`src/rtl/pic_pkg.sv`:
```
// Types and bit positions shared by the PIC bus front end and ControlLogic.
package pic_pkg;

  typedef enum logic [1:0] {
    CMD_READY  = 2'd0,
    WRITE_ICW2 = 2'd1,
    WRITE_ICW3 = 2'd2,
    WRITE_ICW4 = 2'd3
  } command_state_t;

  localparam int ICW1_ID_BIT = 4;
  localparam int OCW3_ID_BIT = 3;
  localparam int SNGL_BIT    = 1;
  localparam int IC4_BIT     = 0;

  typedef struct packed {
    logic ocw3;
    logic ocw2;
    logic ocw1;
    logic icw4;
    logic icw3;
    logic icw2;
    logic icw1;
  } strobe_t;

endpackage

```
`src/rtl/pic_sync_edge.sv`:
```
// Multi-flop synchroniser for an active-low window; emits the active-high
// level together with single-cycle open (rise) and close (fall) pulses.
module pic_sync_edge #(
  parameter int STAGES = 2
) (
  input  logic clk_i,
  input  logic rst_i,
  input  logic sig_n_i,
  output logic level_o,
  output logic rise_o,
  output logic fall_o
);

  logic [STAGES-1:0] sync_q;
  logic              level_prev_q;

  always_ff @(posedge clk_i or posedge rst_i) begin
    if (rst_i) begin
      sync_q       <= '1;
      level_prev_q <= 1'b0;
    end else begin
      sync_q       <= {sync_q[STAGES-2:0], sig_n_i};
      level_prev_q <= level_o;
    end
  end

  assign level_o = ~sync_q[STAGES-1];
  assign rise_o  = level_o & ~level_prev_q;
  assign fall_o  = ~level_o & level_prev_q;

endmodule

```
`src/rtl/pic_bus_write_decoder.sv`:
```
// CPU bus front end of the PIC: synchronises the bus strobes, captures each
// completed write and classifies it as ICW1..4 / OCW1..3 via the ICW sequencer.
module pic_bus_write_decoder
  import pic_pkg::*;
#(
  parameter int SYNC_STAGES = 2
) (
  input  logic       CLK,
  input  logic       RESET,
  input  logic       CS_N,
  input  logic       WR_N,
  input  logic       RD_N,
  input  logic       A0,
  input  logic [7:0] DATA_IN,
  output logic [7:0] DATA_OUT,
  output logic       ICW1_RECEIVED,
  output logic       ICW2_RECEIVED,
  output logic       ICW3_RECEIVED,
  output logic       ICW4_RECEIVED,
  output logic       OCW1_RECEIVED,
  output logic       OCW2_RECEIVED,
  output logic       OCW3_RECEIVED,
  output logic       IN_INIT,
  output logic       READ_ACTIVE,
  output logic       READ_A0
);

  logic wr_lvl, wr_rise, wr_fall;
  logic rd_lvl, rd_rise, rd_fall;

  pic_sync_edge #(.STAGES(SYNC_STAGES)) u_wr_sync (
    .clk_i   (CLK),
    .rst_i   (RESET),
    .sig_n_i (CS_N | WR_N),
    .level_o (wr_lvl),
    .rise_o  (wr_rise),
    .fall_o  (wr_fall)
  );

  pic_sync_edge #(.STAGES(SYNC_STAGES)) u_rd_sync (
    .clk_i   (CLK),
    .rst_i   (RESET),
    .sig_n_i (CS_N | RD_N),
    .level_o (rd_lvl),
    .rise_o  (rd_rise),
    .fall_o  (rd_fall)
  );

  command_state_t state_q, state_d;
  logic           sngl_q, sngl_d, ic4_q, ic4_d;
  logic [7:0]     shadow_data_q, shadow_data_d;
  logic           shadow_a0_q, shadow_a0_d;
  logic           collide_q, collide_d;
  logic           armed_q, armed_d;
  logic [2:0]     settle_q, settle_d;
  strobe_t        strobe_q, strobe_d;
  logic [7:0]     data_out_q, data_out_d;
  logic           read_active_q, read_active_d;
  logic           read_a0_q, read_a0_d;
  logic           accept, hit;

  // A window still open when reset releases must be seen closing before the
  // next one counts; settle_q waits until the chain holds post-reset samples.
  always_comb begin
    settle_d = settle_q;
    if (settle_q != 3'(SYNC_STAGES)) settle_d = settle_q + 3'd1;
    armed_d = armed_q | ((settle_q == 3'(SYNC_STAGES)) & ~wr_lvl);
  end

  always_comb begin
    shadow_data_d = shadow_data_q;
    shadow_a0_d   = shadow_a0_q;
    collide_d     = collide_q;
    if (wr_lvl) begin
      shadow_data_d = DATA_IN;
      shadow_a0_d   = A0;
      collide_d     = wr_rise ? rd_lvl : (collide_q | rd_lvl);
    end
  end

  assign accept = wr_fall & armed_q & ~collide_q;

  always_comb begin
    strobe_d   = '0;
    state_d    = state_q;
    sngl_d     = sngl_q;
    ic4_d      = ic4_q;
    data_out_d = data_out_q;
    hit        = 1'b0;
    if (accept) begin
      if (!shadow_a0_q && shadow_data_q[ICW1_ID_BIT]) begin
        strobe_d.icw1 = 1'b1;
        state_d       = WRITE_ICW2;
        sngl_d        = shadow_data_q[SNGL_BIT];
        ic4_d         = shadow_data_q[IC4_BIT];
        hit           = 1'b1;
      end else begin
        case (state_q)
          CMD_READY: begin
            hit = 1'b1;
            if (shadow_a0_q)                       strobe_d.ocw1 = 1'b1;
            else if (shadow_data_q[OCW3_ID_BIT])   strobe_d.ocw3 = 1'b1;
            else                                   strobe_d.ocw2 = 1'b1;
          end
          WRITE_ICW2: if (shadow_a0_q) begin
            hit           = 1'b1;
            strobe_d.icw2 = 1'b1;
            state_d       = !sngl_q ? WRITE_ICW3 : (ic4_q ? WRITE_ICW4 : CMD_READY);
          end
          WRITE_ICW3: if (shadow_a0_q) begin
            hit           = 1'b1;
            strobe_d.icw3 = 1'b1;
            state_d       = ic4_q ? WRITE_ICW4 : CMD_READY;
          end
          WRITE_ICW4: if (shadow_a0_q) begin
            hit           = 1'b1;
            strobe_d.icw4 = 1'b1;
            state_d       = CMD_READY;
          end
          default: state_d = CMD_READY;
        endcase
      end
      if (hit) data_out_d = shadow_data_q;
    end
  end

  always_comb begin
    read_active_d = read_active_q;
    if (rd_rise)      read_active_d = 1'b1;
    else if (rd_fall) read_active_d = 1'b0;
    read_a0_d = rd_rise ? A0 : read_a0_q;
  end

  always_ff @(posedge CLK or posedge RESET) begin
    if (RESET) begin
      state_q       <= CMD_READY;
      sngl_q        <= 1'b0;
      ic4_q         <= 1'b0;
      shadow_data_q <= 8'h00;
      shadow_a0_q   <= 1'b0;
      collide_q     <= 1'b0;
      armed_q       <= 1'b0;
      settle_q      <= 3'd0;
      strobe_q      <= '0;
      data_out_q    <= 8'h00;
      read_active_q <= 1'b0;
      read_a0_q     <= 1'b0;
    end else begin
      state_q       <= state_d;
      sngl_q        <= sngl_d;
      ic4_q         <= ic4_d;
      shadow_data_q <= shadow_data_d;
      shadow_a0_q   <= shadow_a0_d;
      collide_q     <= collide_d;
      armed_q       <= armed_d;
      settle_q      <= settle_d;
      strobe_q      <= strobe_d;
      data_out_q    <= data_out_d;
      read_active_q <= read_active_d;
      read_a0_q     <= read_a0_d;
    end
  end

  assign DATA_OUT      = data_out_q;
  assign ICW1_RECEIVED = strobe_q.icw1;
  assign ICW2_RECEIVED = strobe_q.icw2;
  assign ICW3_RECEIVED = strobe_q.icw3;
  assign ICW4_RECEIVED = strobe_q.icw4;
  assign OCW1_RECEIVED = strobe_q.ocw1;
  assign OCW2_RECEIVED = strobe_q.ocw2;
  assign OCW3_RECEIVED = strobe_q.ocw3;
  assign IN_INIT       = (state_q != CMD_READY);
  assign READ_ACTIVE   = read_active_q;
  assign READ_A0       = read_a0_q;

endmodule
```
`config.mk`:
```
export PLATFORM = sky130hd
export DESIGN_NAME = pic_bus_write_decoder
export DESIGN_NICKNAME = d
export VERILOG_FILES = /design/src/rtl/pic_pkg.sv /design/src/rtl/pic_sync_edge.sv /design/src/rtl/pic_bus_write_decoder.sv
export SDC_FILE = /design/constraint.sdc
export NUM_CORES = 1
export LEC_CHECK = 0
export CORE_ASPECT_RATIO = 1.2
export CORE_MARGIN = 2
export CORE_UTILIZATION = 54
export CTS_CLUSTER_SIZE = 16
export DETAILED_ROUTE_END_ITERATION = 7
export GPL_ROUTABILITY_DRIVEN = 0
export PLACE_DENSITY = 0.83
export REMOVE_ABC_BUFFERS = 1
export SETUP_SLACK_MARGIN = 0.1
export SYNTH_ARGS = -nofsm -noshare
export SYNTH_HDL_FRONTEND = slang
export SYNTH_SLANG_ARGS = --single-unit
```
`constraint.sdc`:
```
create_clock -name CLK -period 4.9 [get_ports CLK]
set_clock_uncertainty 0.2 [all_clocks]
set_input_delay 0.98 -clock CLK [delete_from_list [all_inputs] [get_ports CLK]]
set_output_delay 0.98 -clock CLK [all_outputs]
set_load 0.05 [all_outputs]
```
Word level (Yosys, flattened, before mapping)

Index checks and enable logic that the tools add are counted.

$add $sub $neg: 1
Equal/unequal tests: 8
Mux-type cells: 24
Bitwise gates (word level): 16
Reduce and logical (&&, ||, !) cells: 10

Operators with widths:

| cell                                          | count |
|---|---|
| two-way mux 2 bit                             | 7 |
| two-way mux 1 bit                             | 12 |
| != test 3 bit, second input constant          | 3 |
| bitwise AND 1 bit                             | 7 |
| two-way mux 7 bit                             | 1 |
| two-way mux 6 bit                             | 1 |
| one-hot mux 2 bit (3 select lines)            | 1 |
| NOT 1 bit                                     | 5 |
| AND reduction 5 bit                           | 1 |
| == test 2 bit, second input constant          | 2 |
| bitwise OR 1 bit                              | 4 |
| AND reduction 2 bit                           | 2 |
| nonzero test 2 bit                            | 2 |
| nonzero test 4 bit                            | 1 |
| adder 3 x 1 -> 3 bit, second input constant   | 1 |
| == test 3 x 2 -> 1 bit, second input constant | 1 |
| two-way mux 3 bit                             | 1 |
| != test 3 x 2 -> 1 bit, second input constant | 1 |
| OR reduction 3 bit                            | 1 |
| == test 2 x 1 -> 1 bit, second input constant | 1 |
| zero test 2 bit                               | 1 |
| one-hot mux 1 bit (2 select lines)            | 1 |
| logical AND 1 bit                             | 1 |
| zero test 1 bit                               | 1 |

Bits in registers: 41
Input bits: 14

Longest topological paths before layout

Gate-level depths: netlist of run 1.

Depth after elaboration: 6
Depth in mapped cells: 4
Mapped depth without buffers: 4

Hierarchy

A second synthesis of run 1 with hierarchy kept.

Cells, all modules: 119
Area, all modules: 1626.6 um2

By module, submodules not included:

| module                | instances | cells each | area an instance (um2) | sequential area each (um2) |
|---|---|---|---|---|
| pic_bus_write_decoder | 1         | 105        | 1436.4                 | 875.8 |
| pic_sync_edge         | 2         | 7          | 95.1                   | 77.6 |

Least setup slack after synthesis of run 1

OpenSTA, ideal clock, no wires.

Path type: reg-to-output
From: reg state_q[1]
To: out IN_INIT
Data arrival time: 0.824 ns
Required time: 3.720 ns
Slack: 2.896 ns
Stages on the path, launching flop included: 3
Buffers on the path: 0
Path through: dfrtp_1 nor2_1 inv_1

Word-level cells in the longest chain between the ends: 1

RTL lines:

| element                | line                         | source |
|---|---|---|
| from (decl)            | pic_bus_write_decoder.sv:49  | `command_state_t state_q, state_d;` |
| from (signal assigned) | pic_bus_write_decoder.sv:149 | `state_q <= state_d;` |
| nonzero test 2 bit     | pic_bus_write_decoder.sv:172 | `assign IN_INIT = (state_q != CMD_READY);` |
| to (decl)              | pic_bus_write_decoder.sv:23  | `output logic IN_INIT,` |

Every way passes these cells.

Worst setup path in the final report of run 1

Same ends and word-level chain as after synthesis.

==> results.md, run 1 <==
- Clock latency on the worst-skew pair: 340 ps
- Pin count of the biggest net entering global routing: 42
- Total CTS buffers: 5
- Worst setup margin: 1900 ps
- TritonCTS Sinks: 41
- Pwr dens: 528 nW/um2
- Remaining DRCs: 0
- Cells after synthesis: 119
- R2R Setup Slk: 2780 ps
- CP required: 3720 ps
- Post-synthesis cell type count: 23
- Buf+Inv Stages, Crit Path: 2
- Xor and xnor area share after synthesis: 0.550%
- Io pins: 32
- Drt pass-1 iters: 4
- Core Box Area: 2810 um2
- Commonest non-fill, non-tap cell in the layout: dfrtp_1
- Num rows: 21
- Crit path max-delay cell type: clkdlybuf4s50_1
- Root Buffer: clkbuf_4
- Post-Syn Area per Cell: 13.4 um2
- # hold bufs at CTS: 0
- WL/cell: 13.2 um
- Worst r2r src: u_wr_sync.sync_q[1]
- CP delay by family, top: buffers and inverters
- Period utilisation layout: 61.2%
- Vias in the first global route: 1,072
- Cell leakage power: 0.939 nW
- Initial Util: 56.6%
- Pre-CTS worst setup slack: 2310 ps
- Layout overhead on the synthesized area: 28.9%
- Kind of critical path: flip-flop to output port
- RSZ-0062 raised after global routing: no
- Crit-path max FO: 7
- Yosys warnings: 0
- H-tree Lvls: 2
- Peak VDD IR: 0.427 mV
- Post-DR vias/cell: 5.09
- Layout cell share with drive strength beyond 1: 24.1%
- Antenna violations before repair: 0
- Setup crit start kind: flip-flop
- Clock Tree Buf Depth: 2
- Crit-path cells: nor2_1 -> inv_1 -> clkdlybuf4s50_1
- Post-CTS setup buffer count: 0
- 1st-iter DRT viols: 9
- Arrival @ worst endpoint: 1820 ps
- Setup crit end kind: output port
- Most frequent cells in the layout: 37 x dfrtp_1, 31 x clkdlybuf4s50_1, 17 x mux2_2
- CTS tree: done
- Die Ht: 63.5 um
- Simple-gate portion of the synthesized area: 9.43%
- Slew Limit Headroom: 64.0%
- Setup TNS: 0 ps
- Critical Path Start: state_q[1]
- Max cap viols: 0
- #FFs+latches synth: 41
- Mux contribution to synthesized area: 15.2%
- Sequential cell area fraction in the yosys report: 64.8%
- Via Count: 977
- Worst-path clk slew: 120 ps
- First-pass GRT wire length: 4.73 mm
- Worst Max-Slew Pin Slew: 540 ps
- Hold path start: u_rd_sync.sync_q[0]
- GRT Total Usage: 19.7%
- Largest family of logic cells by synthesized area: multiplexers
- Final hold viol count: 0
- DRT antenna net count: 0
- Hold Crit Class: flip-flop to flip-flop
- Drt total wl: 2.54 mm
- Die X: 53.6 um
- Endpoints failing setup: 0
- Adder-cell area share of the yosys netlist: 2.36%
- Min Tclk post-route: 3000 ps
- Total congestion overflow: 0
- Largest stage delay, worst path: 710 ps
- Layout Nets: 174
- Status: complete, no violations
- Mapped Area: 1590 um2
- Post-CTS Resized: 0
- Fmax: 333 MHz
- Compound-Gate Fraction of Synth Area: 4.64%
- Final Max Slew Viols: 0
- Post-DP HPWL: 1.80 mm
- Die area: 3400 um2
- Port-buffer cells: 31
- Antenna fix cells: 0
[path summary, 6_finish.rpt]
| kind | to | depth (start not counted) |
|---|---|---|
| max in group asynchronous | u_wr_sync.sync_q[1] | 3 |
| max | IN_INIT | 3 |
| min reg2reg | u_rd_sync.sync_q[1] | 0 |
| max reg2reg | DATA_OUT[5] | 3 |
| min in group asynchronous | settle_q[2] | 3 |
| min | u_rd_sync.sync_q[1] | 0 |
[stage by stage]
stage / instance area, um2 / utilization, % / hold WS, ps / instances / total power [mW]
floorplan: 1590 / - / 145 / 118 / 0.704
global placement: 1950 / 69.3 / 145 / 184 / 0.816
detailed placement: 1950 / 69.3 / 147 / 184 / 0.825
CTS: 2050 / 72.9 / 165 / 192 / 1.09
global route: 2050 / 72.9 / 168 / 192 / 1.14
finish: 2050 / 72.9 / 163 / 192 / 1.08
[final cells by class]
cell class | count | area (um2)
fillers | 194 | 761
clock inverters | 3 | 65.1
flip-flops and latches | 41 | 1030
well taps | 34 | 42.5
repair buffers | 32 | 318
multi-input cells | 65 | 512
inverters | 12 | 45.0
clock buffers | 5 | 37.5
[cell families after synthesis]
| logic type | Yosys count |
|---|---|
| flip-flops | 41 |
| XOR/XNOR | 1 |
| AND/OR/NAND/NOR | 27 |
| AO/OA/AOI/OAI | 13 |
| adder cells (fa/ha/maj) | 3 |
| buffers and inverters | 13 |
| multiplexers | 21 |
[state kept, by name (all words and copies together), names as in the netlist]
signal / cells
DATA_OUT: 8
u_wr_sync.level_prev_q: 1
OCW1_RECEIVED: 1
ICW3_RECEIVED: 1
collide_q: 1
u_rd_sync.sync_q: 2
state_q: 2
armed_q: 1
sngl_q: 1
OCW2_RECEIVED: 1
OCW3_RECEIVED: 1
shadow_data_q: 8
ICW1_RECEIVED: 1
shadow_a0_q: 1
ic4_q: 1
ICW2_RECEIVED: 1
READ_A0: 1
u_wr_sync.sync_q: 2
ICW4_RECEIVED: 1
u_rd_sync.level_prev_q: 1
settle_q: 3
READ_ACTIVE: 1
[metal layers]
metal	share of wire (%)	global-route usage (%)	up-vias
li1	-	-	471
met1	40	24.0	471
met2	52	31.0	30
met3	5.4	6.64	5
met4	2.3	8.65	0
met5	0	0	-
[cells in the mapped netlist (all sizes together)]
master   n  area [um2]
nand2b   3        18.8
nand4b   1        23.8
dfstp    4         105
o21ai    8        40.0
nor3     3        15.0
a21o     1        7.51
ha       3        37.5
nor2b    1        6.26
inv     12        45.0
nor2     8        30.0
a21oi    3        18.8
nand2    8        32.5
xnor2    1        8.76
clkbuf   1        3.75
mux2i    2        20.0
or2      2        12.5
dfrtp   37         926
o211ai   1        7.51
or4      1        11.3
mux2    19         221
[worst reg2reg max path: cells and delay by family (launching register included)]
family	cells	cell delay (ps)
compound gates	1	460
flops	1	760
mux	1	400
simple gates	1	200
[where the power goes]
group | switching, mW | leakage (nW) | total [mW] | internal [mW]
Sequential | 0.0479 | 0.498 | 0.454 | 0.406
Clock | 0.107 | 0.0552 | 0.265 | 0.158
Combinational | 0.221 | 0.386 | 0.364 | 0.143
Total | 0.376 | 0.939 | 1.08 | 0.707
Note: power is estimated with default switching activity, not from simulation.
==> run 2: changes to the inputs <==
Settings changed: CORE_UTILIZATION 54 to 50, PLACE_DENSITY 0.83 to 0.78.
Clock period 4.9 ns to 2.8 ns, I/O delays scaled along.
==> run 2 against run 1 <==
Against the previous run:
- routed wire length fell by 2.2%
- highest routed layer unchanged
- non-clock buffer count did not move
- worst setup slack got worse by 1700 ps
- critical path depth did not move
- worst hold slack improved by 1.5 ps
- cell count rose by 1.0%
- largest cell class unchanged
- first-iteration DRC count rose by 67%
- count of clock-buffer cells in the layout rose by 1
==> results.md, run 2 (synthesized netlist as in run 1, its figures left out) <==
- Status: complete, no violations
- Drt total wl: 2.49 mm (-2.2%)
- Pwr dens: 887 nW/um2 (+68%)
- DRT antenna net count: 0 (unchanged)
- Vias in the first global route: 1,089 (+1.6%)
- Worst r2r src: u_wr_sync.sync_q[1]
- Post-DR vias/cell: 5.12 (+0.69%)
- Pin count of the biggest net entering global routing: 42 (unchanged)
- R2R cell count: 3 (unchanged)
- Hold path start: u_rd_sync.sync_q[0]
- Setup crit end kind: output port
- Remaining DRCs: 0 (unchanged)
- Core Box Area: 3060 um2 (+8.7%)
- Setup TNS: 0 ps (unchanged)
- Num rows: 22 (+4.8%)
- Die Ht: 65.8 um (+3.7%)
- Most frequent cells in the layout: 37 x dfrtp_1, 31 x clkdlybuf4s50_1, 17 x mux2_2
- Comb power frac: 35.5% (+1.9 points)
- Worst-path clk slew: 110 ps (about the same)
- CTS tree: done
- CP required: 2040 ps (-1680 ps)
- Post-CTS setup buffer count: 0 (unchanged)
- Post-DP HPWL: 1.89 mm (+4.8%)
- 1st-iter DRT viols: 15 (+6)
- Post-CTS Resized: 0 (unchanged)
- Reg-to-reg endpoint: DATA_OUT[3]
- Total CTS buffers: 5 (unchanged)
- TritonCTS Sinks: 41 (unchanged)
- Placed Instances: 186 (+1.1%)
- Die area: 3650 um2 (+7.4%)
- Drt pass-1 iters: 4 (unchanged)
- WL/cell: 12.8 um (-3.2%)
- Final core occ: 66.3% (-6.6 points)
- Seq pwr share: 44.3% (+2.4 points)
- Final hold viol count: 0 (unchanged)
- Total Power: 1.80 mW (+66%)
- Fill count: 225 (+16%)
- Sw Ratio: 36.2% (+1.5 points)
- R2R Setup Slk: 750 ps (-2030 ps)
- Hold Crit Class: flip-flop to flip-flop
- Port-buffer cells: 31 (unchanged)
- Hold path depth: 0 (unchanged)
- Final instance area: 2030 um2 (-1.2%)
- Min Tclk post-route: 2580 ps
- RSZ-0062 raised after global routing: no
- Fmax: 387 MHz
- Area of the multi-input gates: 512 um2 (unchanged)
- Period utilisation layout: 92.3%
- Commonest non-fill, non-tap cell in the layout: dfrtp_1
- Antenna violations before repair: 0 (unchanged)
- First-pass GRT wire length: 4.57 mm (-3.2%)
- Layout overhead on the synthesized area: 27.4%
- Endpoints failing setup: 0 (unchanged)
- Design internal power: 1.15 mW (+62%)
- GRT Total Usage: 16.8% (-2.8 points)
- Crit-path max FO: 7 (unchanged)
- Post-Place Cell Area: 1950 um2 (+0.13%)
- Antenna fix cells: 0 (unchanged)
- Root Buffer: clkbuf_4
- Register area: 1030 um2 (unchanged)
- Max cap viols: 0 (unchanged)
- Arrival @ worst endpoint: 1820 ps (about the same)
- Clock Tree Buf Depth: 2 (unchanged)
- Kind of critical path: flip-flop to output port
- Total congestion overflow: 0 (unchanged)
- # hold bufs at CTS: 0 (unchanged)
- H-tree Lvls: 2 (unchanged)
- Setup crit start kind: flip-flop
- Io pins: 32 (unchanged)
- Initial Util: 52.1% (-4.5 points)
- Layout cell share with drive strength beyond 1: 23.4% (-0.63 points)
- Worst Max-Slew Pin Slew: 501 ps (-39.9 ps)
- Layout Nets: 174 (unchanged)
- Final Max Slew Viols: 0 (unchanged)
- Peak VDD IR: 0.739 mV (+73%)
- Slew Limit Headroom: 66.5% (+2.6 points)
- Via Count: 994 (+1.7%)
- Clock network power share: 20.2% (-4.3 points)
- Die X: 55.5 um (+3.6%)
- NetSw: 651 uW (+73%)
- Cell leakage power: 0.926 nW (-1.4%)
- Clock latency on the worst-skew pair: 340 ps (about the same)
- Post-route non-filler standard cell count: 194 (+1.0%)
- Worst Hold End: u_rd_sync.sync_q[1]
run 2: cell types whose count changed in the layout (fill, tap and decap cells not counted):
| cell | before | now |
|---|---|---|
| bufinv_16 | 2 | 1 |
| clkbuf_1 | 0 | 1 |
run 2: critical path: stages, from the launching register on:
cell and delay [ps]:
dfrtp_1 460, nor2_1 100, inv_1 120, clkdlybuf4s50_1 810
run 2: final cells by class:
type	count	share of cell area [%]
multi-input cells	65	25.2
clock inverters	2	1.73
clock buffers	6	2.04
well taps	36	2.22
inverters	12	2.22
flip-flops and latches	41	50.9
repair buffers	32	15.7
run 2: layer usage:
| layer | vias up | GRT usage (%) | share of wire (%) |
|---|---|---|---|
| met4 | 0 | 8.54 | 2.4 |
| met3 | 8 | 6.26 | 5.8 |
| met5 | - | 0 | 0 |
| met1 | 479 | 18.2 | 40 |
| met2 | 33 | 29.0 | 51 |
| li1 | 474 | - | - |
run 2: power by group through the flow:
stage / Sequential [mW] / Combinational [mW] / Clock (mW)
finish: 0.797 / 0.639 / 0.362
global route: 0.816 / 0.677 / 0.405
CTS: 0.799 / 0.646 / 0.377
detailed placement: 0.810 / 0.644 / 0
global placement: 0.802 / 0.629 / 0
floorplan: 1.02 / 0.215 / 0
run 2: metrics by stage:
stage,hold slack (ps),setup slack (ps)
final,165,217
after detailed placement,149,597
after floorplan,145,911
after global placement,145,649
after CTS,166,213
after global routing,170,142
run 2: worst max path at each step:
stage / from / to
floorplan: state_q[1] / DATA_OUT[0]
global placement: state_q[1] / IN_INIT
detailed placement: state_q[1] / IN_INIT
CTS: state_q[1] / IN_INIT
global route: state_q[1] / IN_INIT
finish: state_q[1] / IN_INIT
==> run 3: changes to the inputs <==
Settings changed: CORE_MARGIN 2 to 5, PLACE_DENSITY 0.78 to 0.88.
==> run 3 against run 2 <==
Against the previous run:
- routed wire length increased by 15%
- sequential share of layout area down 0.37 points
- critical endpoint is now DATA_OUT[0]
- critical path type unchanged
- worst hold slack got worse by 1.1 ps
- core utilization up 0.49 points
- cell area increased by 0.74%
==> results.md, run 3 (synthesized netlist as in run 1, its figures left out) <==
- Reg-to-reg endpoint: DATA_OUT[1]
- Peak VDD IR: 0.650 mV (-12%)
- 1st-iter DRT viols: 20 (+5)
- WL/cell: 14.8 um (+15%)
- Worst Max-Slew Pin Slew: 519 ps (+18.4 ps)
- Die area: 4420 um2 (+21%)
- Total Power: 1.85 mW (+3.0%)
- Setup TNS: 0 ps (unchanged)
- Met3 GRT Util: 6.85% (+0.58 points)
- Remaining DRCs: 0 (unchanged)
- Endpoints failing setup: 0 (unchanged)
- Max cap viols: 0 (unchanged)
- Die Ht: 71.8 um (+9.1%)
- Final Max Slew Viols: 0 (unchanged)
- Commonest non-fill, non-tap cell in the layout: dfrtp_1
- Min Tclk post-route: 2310 ps (-278 ps)
- CTS tree: done
- Io pins: 32 (unchanged)
- Crit path max-delay cell type: clkdlybuf4s50_1
- Comb power frac: 35.1% (-0.4 points)
- Buf+Inv Stages, Crit Path: 1 (-1)
- Seq pwr share: 43.3% (-1.0 points)
- Post-DP HPWL: 2.07 mm (+9.6%)
- Total congestion overflow: 0 (unchanged)
- Fill count: 214 (-4.9%)
- Pwr dens: 907 nW/um2 (+2.2%)
- Clock Tree Buf Depth: 2 (unchanged)
- Most frequent cells in the layout: 37 x dfrtp_1, 30 x clkdlybuf4s50_1, 17 x mux2_2
- # hold bufs at CTS: 0 (unchanged)
- Die X: 61.5 um (+11%)
- Core Box Area: 3060 um2 (unchanged)
- CP delay by family, top: buffers and inverters
- Root Buffer: clkbuf_4
- Sw Ratio: 36.7% (+0.52 points)
- Critical Path Start: DATA_OUT[0]
- Period utilisation layout: 82.3% (-9.9 points)
- Cell leakage power: 0.935 nW (+0.93%)
- NetSw: 680 uW (+4.4%)
- Crit-path cells: clkdlybuf4s50_1
- Post-CTS Resized: 0 (unchanged)
- Initial Util: 52.1% (unchanged)
- Layout overhead on the synthesized area: 28.3%
- Drt total wl: 2.87 mm (+15%)
- Largest stage delay, worst path: 810 ps (about the same)
- Grt peak-use layer: met2
- Worst path depth: 1 (-2)
- Design internal power: 1.17 mW (+2.1%)
- Post-CTS setup buffer count: 0 (unchanged)
- Layout Nets: 174 (unchanged)
- Worst-path clk slew: 110 ps (about the same)
- TritonCTS Sinks: 41 (unchanged)
- Slew Limit Headroom: 65.4% (-1.1 points)
- Hold Crit Class: flip-flop to flip-flop
- Clock network power share: 21.6% (+1.4 points)
- Final hold viol count: 0 (unchanged)
- Setup crit end kind: output port
- Num rows: 22 (unchanged)
- Antenna fix cells: 0 (unchanged)
- Antenna violations before repair: 0 (unchanged)
- Setup crit start kind: flip-flop
- First-pass GRT wire length: 4.97 mm (+8.6%)
- H-tree Lvls: 2 (unchanged)
- Vias in the first global route: 1,105 (+1.5%)
- Worst r2r src: u_wr_sync.sync_q[1]
- Kind of critical path: flip-flop to output port
- WHS: 164 ps (-1.08 ps)
- Hold path depth: 0 (unchanged)
- Crit-path max FO: 2 (-5)
- Fmax: 434 MHz (+12%)
- DRT antenna net count: 0 (unchanged)
- Clock latency on the worst-skew pair: 350 ps (about the same)
- Pin count of the biggest net entering global routing: 42 (unchanged)
- GR Util met1: 17.7% (-0.47 points)
- Drt pass-1 iters: 4 (unchanged)
- R2R cell count: 3 (unchanged)
- CP required: 2040 ps (about the same)
- Hold path start: u_wr_sync.sync_q[0]
- Via Count: 1,024 (+3.0%)
- RSZ-0062 raised after global routing: no
- GR Util met2: 24.8% (-4.2 points)
- Final core occ: 66.8% (+0.49 points)
- Status: complete, no violations
- Worst Hold End: u_wr_sync.sync_q[1]
- Arrival @ worst endpoint: 1550 ps (-270 ps)
- Total CTS buffers: 5 (unchanged)
- Port-buffer cells: 31 (unchanged)
- R2R Setup Slk: 710 ps (-40 ps)
- Layout cell share with drive strength beyond 1: 24.1% (+0.63 points)
- GRT Total Usage: 15.7% (-1.1 points)
- Post-DR vias/cell: 5.28 (+3.0%)
## run 3: cell count changes in the layout (fill, tap and decap cells not counted)
cell             before  now
clkbuf_1              1    0
clkbuf_8              0    1
clkinv_2              1    0
dlymetal6s2s_1        0    1
clkdlybuf4s50_1      31   30
clkinvlp_4            0    1
## run 3: how the worst max path moves through the flow
stage                  endpoint  slack [ps]
global route        DATA_OUT[0]         410
floorplan           DATA_OUT[0]         910
global placement        IN_INIT         640
finish              DATA_OUT[0]         490
CTS                     IN_INIT         170
detailed placement      IN_INIT         590
## run 3: cell type report
| class | count | area [um2] | area share [%] |
|---|---|---|---|
| well taps | 36 | 45.0 | 2.21 |
| multi-input cells | 65 | 512 | 25.1 |
| flip-flops and latches | 41 | 1030 | 50.5 |
| clock inverters | 2 | 37.5 | 1.84 |
| repair buffers | 32 | 320 | 15.7 |
| inverters | 12 | 45.0 | 2.21 |
| clock buffers | 6 | 51.3 | 2.51 |
## run 3: power groups by stage
stage	logic (mW)	registers, mW	clock network, mW
2_1_floorplan	0.215	1.02	0
3_3_place_gp	0.631	0.799	0
3_5_place_dp	0.655	0.811	0
4_1_cts	0.657	0.802	0.414
5_1_grt	0.685	0.821	0.444
6_report	0.650	0.801	0.400
## run 3: through the flow
stage | cell area (um2) | cells | setup slack, ps
floorplan | 1590 | 118 | 911
global placement | 1950 | 186 | 643
detailed placement | 1950 | 186 | 587
CTS | 2040 | 194 | 172
global route | 2040 | 194 | 411
finish | 2040 | 194 | 495
## run 3: layer usage
| layer | share of wire (%) | vias up |
|---|---|---|
| met2 | 51 | 33 |
| met3 | 6.4 | 5 |
| li1 | - | 468 |
| met4 | 2.2 | 0 |
| met1 | 41 | 518 |
| met5 | 0 | - |
